File: src/rtl/nx_stream_combiner_pkg.sv
// Shared nexus definitions for the stream combiner.
//   nx_dir_e          : 2-bit message direction tag. The combiner passes it
//                       through untouched and never decodes it.
//   ARB_*             : legal values of the ARB_SCHEME parameter.
//   grant_e           : identifies the input that won the last transfer.
package nx_stream_combiner_pkg;

  typedef enum logic [1:0] {
    DIR_NONE = 2'd0,
    DIR_UP   = 2'd1,
    DIR_DOWN = 2'd2,
    DIR_BOTH = 2'd3
  } nx_dir_e;

  localparam string ARB_ROUND_ROBIN = "round_robin";
  localparam string ARB_PREFER_A    = "prefer_a";
  localparam string ARB_PREFER_B    = "prefer_b";

  typedef enum logic {
    GRANT_A = 1'b0,
    GRANT_B = 1'b1
  } grant_e;

endpackage

File: src/rtl/nx_stream_combiner.sv
// Two-into-one message stream combiner with a single registered output slot.
//   clk_i, rst_i                       : clock, synchronous active-high reset
//   stream_a_{data,dir,valid}_i / _ready_o : input stream A handshake
//   stream_b_{data,dir,valid}_i / _ready_o : input stream B handshake
//   comb_{data,dir,valid}_o / comb_ready_i : combined output handshake
// ARB_SCHEME picks the contention winner: "round_robin", "prefer_a" or
// "prefer_b". An accepted message appears on comb_* one cycle later; full
// throughput is kept because the slot is also free when it is being drained.
module nx_stream_combiner
  import nx_stream_combiner_pkg::*;
#(
  parameter int    STREAM_WIDTH = 32,
  parameter string ARB_SCHEME   = ARB_ROUND_ROBIN
) (
  input  logic                    clk_i,
  input  logic                    rst_i,
  input  logic [STREAM_WIDTH-1:0] stream_a_data_i,
  input  logic [1:0]              stream_a_dir_i,
  input  logic                    stream_a_valid_i,
  output logic                    stream_a_ready_o,
  input  logic [STREAM_WIDTH-1:0] stream_b_data_i,
  input  logic [1:0]              stream_b_dir_i,
  input  logic                    stream_b_valid_i,
  output logic                    stream_b_ready_o,
  output logic [STREAM_WIDTH-1:0] comb_data_o,
  output logic [1:0]              comb_dir_o,
  output logic                    comb_valid_o,
  input  logic                    comb_ready_i
);

  localparam bit IS_RR = (ARB_SCHEME == ARB_ROUND_ROBIN);
  localparam bit IS_PA = (ARB_SCHEME == ARB_PREFER_A);
  localparam bit IS_PB = (ARB_SCHEME == ARB_PREFER_B);

  if (!(IS_RR || IS_PA || IS_PB)) begin : g_bad_arb_scheme
    $error("nx_stream_combiner: illegal ARB_SCHEME value");
  end

  logic [STREAM_WIDTH-1:0] data_q, data_d;
  logic [1:0]              dir_q, dir_d;
  logic                    valid_q, valid_d;
  grant_e                  last_grant_q, last_grant_d;

  logic slot_free;
  logic grant_b;
  logic a_ready;
  logic b_ready;

  always_comb begin
    // Slot can take a new message if empty or being drained this cycle.
    slot_free = !valid_q || comb_ready_i;

    grant_b = 1'b0;
    if (stream_b_valid_i && !stream_a_valid_i) begin
      grant_b = 1'b1;
    end else if (stream_a_valid_i && stream_b_valid_i) begin
      if (IS_PB) begin
        grant_b = 1'b1;
      end else if (IS_RR) begin
        grant_b = (last_grant_q == GRANT_A);
      end
    end

    // Reset gates the readies so nothing looks accepted during reset.
    a_ready = !rst_i && slot_free && stream_a_valid_i && !grant_b;
    b_ready = !rst_i && slot_free && stream_b_valid_i &&  grant_b;

    data_d       = data_q;
    dir_d        = dir_q;
    valid_d      = valid_q;
    last_grant_d = last_grant_q;

    if (a_ready) begin
      data_d       = stream_a_data_i;
      dir_d        = stream_a_dir_i;
      valid_d      = 1'b1;
      last_grant_d = GRANT_A;
    end else if (b_ready) begin
      data_d       = stream_b_data_i;
      dir_d        = stream_b_dir_i;
      valid_d      = 1'b1;
      last_grant_d = GRANT_B;
    end else if (slot_free) begin
      valid_d = 1'b0;
    end
  end

  always_ff @(posedge clk_i) begin
    if (rst_i) begin
      data_q       <= '0;
      dir_q        <= '0;
      valid_q      <= 1'b0;
      // Recording B as last winner makes A win the first contention.
      last_grant_q <= GRANT_B;
    end else begin
      data_q       <= data_d;
      dir_q        <= dir_d;
      valid_q      <= valid_d;
      last_grant_q <= last_grant_d;
    end
  end

  assign stream_a_ready_o = a_ready;
  assign stream_b_ready_o = b_ready;
  assign comb_data_o      = data_q;
  assign comb_dir_o       = dir_q;
  assign comb_valid_o     = valid_q;

endmodule

File: config.mk
export PLATFORM = sky130hd
export DESIGN_NAME = nx_stream_combiner
export DESIGN_NICKNAME = d
export VERILOG_FILES = /design/src/rtl/nx_stream_combiner_pkg.sv /design/src/rtl/nx_stream_combiner.sv
export SDC_FILE = /design/constraint.sdc
export NUM_CORES = 1
export LEC_CHECK = 0
export ABC_AREA = 0
export BUFFER_PORTS_ARGS = -buffer_cell sky130_fd_sc_hd__buf_4
export CAP_MARGIN = 20
export CELL_PAD_IN_SITES_DETAIL_PLACEMENT = 1
export CELL_PAD_IN_SITES_GLOBAL_PLACEMENT = 1
export CORE_UTILIZATION = 30
export DETAILED_ROUTE_END_ITERATION = 10
export HOLD_SLACK_MARGIN = 0.02
export PLACE_DENSITY = 0.86
export REMOVE_ABC_BUFFERS = 1
export SETUP_SLACK_MARGIN = 0.3
export SLEW_MARGIN = 40
export SYNTH_ARGS = -nofsm -noshare
export SYNTH_HDL_FRONTEND = slang
export SYNTH_SLANG_ARGS = --single-unit
File: constraint.sdc
create_clock -name clk_i -period 2.4 [get_ports clk_i]
set_input_delay 0 -clock clk_i [delete_from_list [all_inputs] [get_ports clk_i]]
set_output_delay 0 -clock clk_i [all_outputs]
set_load 0.05 [all_outputs]
==> results of run 1 <==
## cells in the mapped netlist
library cell,instances
a221o_1,34
a311o_1,1
a211oi_1,22
a211oi_2,12
and4b_1,1
buf_2,6
buf_4,1
clkbuf_1,1
inv_1,35
nand2b_1,2
dfxtp_1,36
and3_1,1
or2_1,1
buf_1,1
buf_6,11
nor2_1,1
a21oi_1,3
## flip-flops by register name, indices dropped and copies added (netlist names)
register,cells
comb_data_o,32
comb_dir_o,2
comb_valid_o,1
last_grant_q,1
## layout make-up
cell class,instances,area [um^2]
inverters,35,131
flip-flops and latches,36,721
multi-input cells,78,722
well taps,72,90.1
clock buffers,7,96.3
fillers,605,2220
repair buffers,185,1560
## kinds of logic after synthesis
group | count (synthesis) | share of synthesized area [%]
flip-flops | 36 | 41.4
buffers and inverters | 55 | 17.3
AND/OR/NAND/NOR | 6 | 2.23
AO/OA/AOI/OAI | 72 | 39.1
## worst max-delay path, delay by kind of cell
kind                   cells  cell delay [ns]
and+or+nand+nor            1             0.56
buffers and inverters      3             0.96
AOI/OAI and AO/OA          2             0.54
## worst paths after layout
check                                 end                      start  cells past startpoint  slack, ns
max          comb_data_o[15]$_SDFFE_PP0P_           stream_a_valid_i                      6       0.55
min             comb_valid_o$_SDFFE_PP0P_                      rst_i                      2       0.19
min reg2reg     last_grant_q$_SDFFE_PP1P_  last_grant_q$_SDFFE_PP1P_                      2       0.57
max reg2reg  comb_data_o[15]$_SDFFE_PP0P_  comb_valid_o$_SDFFE_PP0P_                      4       0.67
## power breakdown
part	total, mW	internal [mW]	switching, mW
registers	0.686	0.652	0.0338
logic	0.644	0.281	0.363
clock network	0.476	0.256	0.220
## layer usage
layer	GRT usage [%]	vias to the layer above
met2	52.9	97
met4	6.30	0
met3	5.23	14
met1	26.5	1036
met5	0	-
li1	-	974
## timing repair
| item | in CTS | in global routing |
|---|---|---|
| endpoints found under the setup margin | 0 | 0 |
| hold endpoints to repair | 36 | 0 |
| hold buffers | 70 | 0 |
## per-stage QoR
step	cells	hold slack, ns
final	413	0.194
after global placement	336	0.223
after floorplan	149	0.0691
after global routing	413	0.231
after detailed placement	336	0.227
after CTS	413	0.172
==> impl_metrics.env, run 1 <==
export IMPL_vias=2121
export IMPL_cts_buffer_depth=2
export IMPL_m1WireLength_mm=3.00
export IMPL_hold_class="input pin to register"
export IMPL_synth_area_um2=1740
export IMPL_max_freq_mhz=539
export IMPL_core_um2=5540
export IMPL_synth_area_leaders="dfxtp_1, a221o_1, a211oi_1"
export IMPL_vias_per_cell=5.14
export IMPL_gr_usage_all_layers_pct=26.0
export IMPL_maxCapViolations=0
export IMPL_cts_setup_buffers=0
export IMPL_antenna_cells=0
export IMPL_period_needed_ns=1.85
export IMPL_drc=0
export IMPL_die_height_um=78.2
export IMPL_post_cts_resized=0
export IMPL_clock_latency_ns=0.28
export IMPL_maxSlewHeadroom_pct=54.3
export IMPL_grt_first_pass_wirelength_mm=12.0
export IMPL_dpl_hpwl_mm=4.15
export IMPL_avgSynthCellArea_um2=10.3
export IMPL_dieArea_um2=6110
export IMPL_nNetsFinal=414
export IMPL_final_area_um2=3320
export IMPL_place_congestion=0.687
export IMPL_port_buffers=109
export IMPL_path_class="input pin to register"
export IMPL_layout_common_cells="buf_4, dlygate4sd3_1, dfxtp_1"
export IMPL_num_rows=27
export IMPL_worstMarginPinSlew_ns=0.685
export IMPL_tns_ns=0
export IMPL_cts_sinks=36
export IMPL_drtAntennaViolNets=0
export IMPL_antenna_found_initial=0
export IMPL_grt_pass1_vias=2329
export IMPL_hold_violations=0
export IMPL_critical_path_slowest_cell="or2_2"
export IMPL_period_share_pct=77.2
export IMPL_worst_clock_skew_ns=0.00396
export IMPL_wire_per_inst_um=19.0
export IMPL_cpMostUsedCell="buf_4"
export IMPL_drt_pass1_iterations=4
export IMPL_setup_viol=0
export IMPL_critPathMaxStageDelay_ns=0.56
export IMPL_rsz0062_at_grt="no"
export IMPL_top_layer="met4"
export IMPL_crit_chain="dlygate4sd3_1, buf_4, or2_2, buf_4, a211oi_1, a221o_1"
export IMPL_yosysSeqAreaShare_pct=41.4
export IMPL_drive_above_1_share_pct=39.9
export IMPL_cp_required_ns=2.62
export IMPL_dr_wl_met2_mm=4.35
export IMPL_worst_slack_ns=0.546
export IMPL_drtIter0Drc=83
export IMPL_start_util_pct=31.4
export IMPL_pre_cts_ws_ns=0.725
export IMPL_ys_ff_latch=36
export IMPL_dr_wl_met3_um=397
export IMPL_synth_cell_types=17
export IMPL_syn_inst=169
export IMPL_ir_drop_mv=0.321
export IMPL_final_util_pct=60.0
export IMPL_final_common_cell="buf_4"
export IMPL_maxSlewViolCount=0
export IMPL_power_density_nw_per_um2=543
export IMPL_crit_path_end_kind="register"
export IMPL_place_area_um2=2530
export IMPL_die_w_um=78.2
export IMPL_root_buffer="clkbuf_8"
export IMPL_power_leakage_nw=1.45
export IMPL_tritoncts="yes"
export IMPL_wl_mm=7.86
export IMPL_syn_to_final_growth_pct=91.0
export IMPL_arrival_ns=2.07
export IMPL_yosys_warnings=0
export IMPL_numCtsBuffers=5
export IMPL_io_pins=110
export IMPL_worst_path_max_fanout=28
export IMPL_setup_worst_path_start_class="input pin"
export IMPL_status="finished, final reports clean"
export IMPL_synth_top_area_share_pct=41.4
export IMPL_clk_pin_slew_ns=0.07
export IMPL_grt_max_degree=39
export IMPL_cts_htree_levels=2
export IMPL_yosysTopAreaCell="dfxtp_1"
export IMPL_total_power_mw=1.81
export IMPL_overflow=0
No activity file was read; power rests on OpenSTA's default activity.
==> run 2, diff against run 1 <==
--- a/config.mk
+++ b/config.mk
@@ -10,10 +10,10 @@
 export CAP_MARGIN = 20
 export CELL_PAD_IN_SITES_DETAIL_PLACEMENT = 1
 export CELL_PAD_IN_SITES_GLOBAL_PLACEMENT = 1
-export CORE_UTILIZATION = 30
+export CORE_UTILIZATION = 27
 export DETAILED_ROUTE_END_ITERATION = 10
 export HOLD_SLACK_MARGIN = 0.02
-export PLACE_DENSITY = 0.86
+export PLACE_DENSITY = 0.82
 export REMOVE_ABC_BUFFERS = 1
 export SETUP_SLACK_MARGIN = 0.3
 export SLEW_MARGIN = 40
==> constraint.sdc (replaced) <==
create_clock -name clk_i -period 1.7 [get_ports clk_i]
set_input_delay 0 -clock clk_i [delete_from_list [all_inputs] [get_ports clk_i]]
set_output_delay 0 -clock clk_i [all_outputs]
set_load 0.05 [all_outputs]
==> impl_metrics.env, run 2 (synthesis results as in run 1) <==
export IMPL_layout_common_cells="buf_4, dlygate4sd3_1, inv_1, dfxtp_1, a221o_1"
export IMPL_wl_mm=7.52
export IMPL_hold_violations=0
export IMPL_syn_to_final_growth_pct=93.5
export IMPL_worst_path_max_fanout=22
export IMPL_status="finished, final reports clean"
export IMPL_nNetsFinal=416
export IMPL_dieArea_um2=6770
export IMPL_drc=0
export IMPL_numCtsBuffers=5
export IMPL_worst_clock_skew_ns=0.00568
export IMPL_io_pins=110
export IMPL_worstMarginPinSlew_ns=0.460
export IMPL_grt_first_pass_wirelength_mm=10.9
export IMPL_cts_sinks=36
export IMPL_final_util_pct=55.6
export IMPL_cts_buffer_depth=2
export IMPL_max_freq_mhz=737
export IMPL_port_buffers=109
export IMPL_arrival_ns=1.52
export IMPL_gr_usage_all_layers_pct=22.3
export IMPL_vias_per_cell=4.96
export IMPL_rsz0062_at_grt="yes"
export IMPL_worst_slack_ns=0.342
export IMPL_clk_pin_slew_ns=0.07
export IMPL_maxCapViolations=0
export IMPL_wire_per_inst_um=18.0
export IMPL_power_leakage_nw=1.46
export IMPL_grt_max_degree=37
export IMPL_crit_path_end_kind="register"
export IMPL_power_density_nw_per_um2=757
export IMPL_antenna_cells=0
export IMPL_tritoncts="yes"
export IMPL_critical_path_slowest_cell="a221o_1"
export IMPL_period_needed_ns=1.36
export IMPL_start_util_pct=28.7
export IMPL_core_um2=6060
export IMPL_largest_reg_flops=32
export IMPL_die_height_um=82.3
export IMPL_maxSlewViolCount=0
export IMPL_root_buffer="clkbuf_8"
export IMPL_overflow=0
export IMPL_hold_class="input pin to register"
export IMPL_final_common_cell="buf_4"
export IMPL_ir_drop_mv=0.475
export IMPL_cts_htree_levels=2
export IMPL_dpl_hpwl_mm=4.04
export IMPL_pre_cts_ws_ns=0.344
export IMPL_crit_chain="nand2b_1, and4b_1, buf_6, a221o_1"
export IMPL_cp_required_ns=1.87
export IMPL_setup_worst_path_start_class="register"
export IMPL_antenna_found_initial=0
export IMPL_setup_viol=0
export IMPL_critical_path_top_delay_family="compound AO/OA/AOI/OAI gates"
export IMPL_drtAntennaViolNets=0
export IMPL_place_congestion=0.714
export IMPL_drive_above_1_share_pct=40.5
export IMPL_num_rows=28
export IMPL_path_buf_inv=1
export IMPL_period_share_pct=79.9
export IMPL_path_class="register to register"
export IMPL_cts_setup_buffers=0
export IMPL_critPathMaxStageDelay_ns=0.38
export IMPL_drtIter0Drc=57
export IMPL_die_w_um=82.3
export IMPL_drt_pass1_iterations=4
export IMPL_grt_pass1_vias=2208
export IMPL_clock_latency_ns=0.29
export IMPL_vias=2075
export IMPL_maxSlewHeadroom_pct=69.4
==> run 2: final cells by class <==
| class | count | area [um^2] |
|---|---|---|
| clock buffer | 7 | 96.3 |
| fill | 658 | 2690 |
| inverter | 35 | 131 |
| multi-input combinational | 78 | 727 |
| sequential | 36 | 722 |
| tap | 75 | 93.8 |
| timing repair buffer | 187 | 1600 |
==> run 2: worst reg2reg max path, stage by stage (launching register included) <==
cell and delay (ns):
dfxtp_1 0.33, nand2b_1 0.13, and4b_1 0.21, buf_6 0.18, a221o_1 0.39
==> run 2: power by group <==
part / internal, mW / leakage [nW] / switching, mW
Sequential: 0.921 / 0.298 / 0.0471
Clock: 0.361 / 0.0503 / 0.314
Combinational: 0.405 / 1.11 / 0.503
Total: 1.69 / 1.46 / 0.863
==> run 2: per-layer routing <==
layer	part of all wire [%]	GRT usage [%]	vias to the layer above
met5	0	0	-
met4	1.5	8.07	0
met3	6.6	5.60	12
met2	55	45.4	93
met1	37	20.9	986
li1	-	-	984
==> run 2: what timing repair did <==
| item | CTS | global route |
|---|---|---|
| resized for setup | 3 | 5 |
| hold buffers | 70 | 0 |
| endpoints found under the hold margin | 36 | 0 |
| endpoints found under the setup margin | 1 | 20 |
==> run 2: stage by stage <==
stage	setup TNS, ns	hold slack [ns]	instances	power, mW	instance area [um^2]
5_1_grt	0	0.126	418	2.65	3370
4_1_cts	0	0.0925	418	2.54	3350
3_3_place_gp	0	0.223	341	1.72	2550
3_5_place_dp	0	0.227	341	1.74	2550
2_1_floorplan	-44.95	0.0691	149	1.40	1570
6_report	0	0.0988	418	2.55	3370
==> run 2: path summary, 6_finish.rpt <==
check | start | end | slack [ns] | cells after the start
worst min-delay path | stream_a_valid_i | last_grant_q$_SDFFE_PP1P_ | 0.1 | 3
worst max-delay path | last_grant_q$_SDFFE_PP1P_ | comb_data_o[27]$_SDFFE_PP0P_ | 0.34 | 4
worst min register to register | last_grant_q$_SDFFE_PP1P_ | last_grant_q$_SDFFE_PP1P_ | 0.56 | 2
worst max register to register | last_grant_q$_SDFFE_PP1P_ | comb_data_o[27]$_SDFFE_PP0P_ | 0.34 | 4
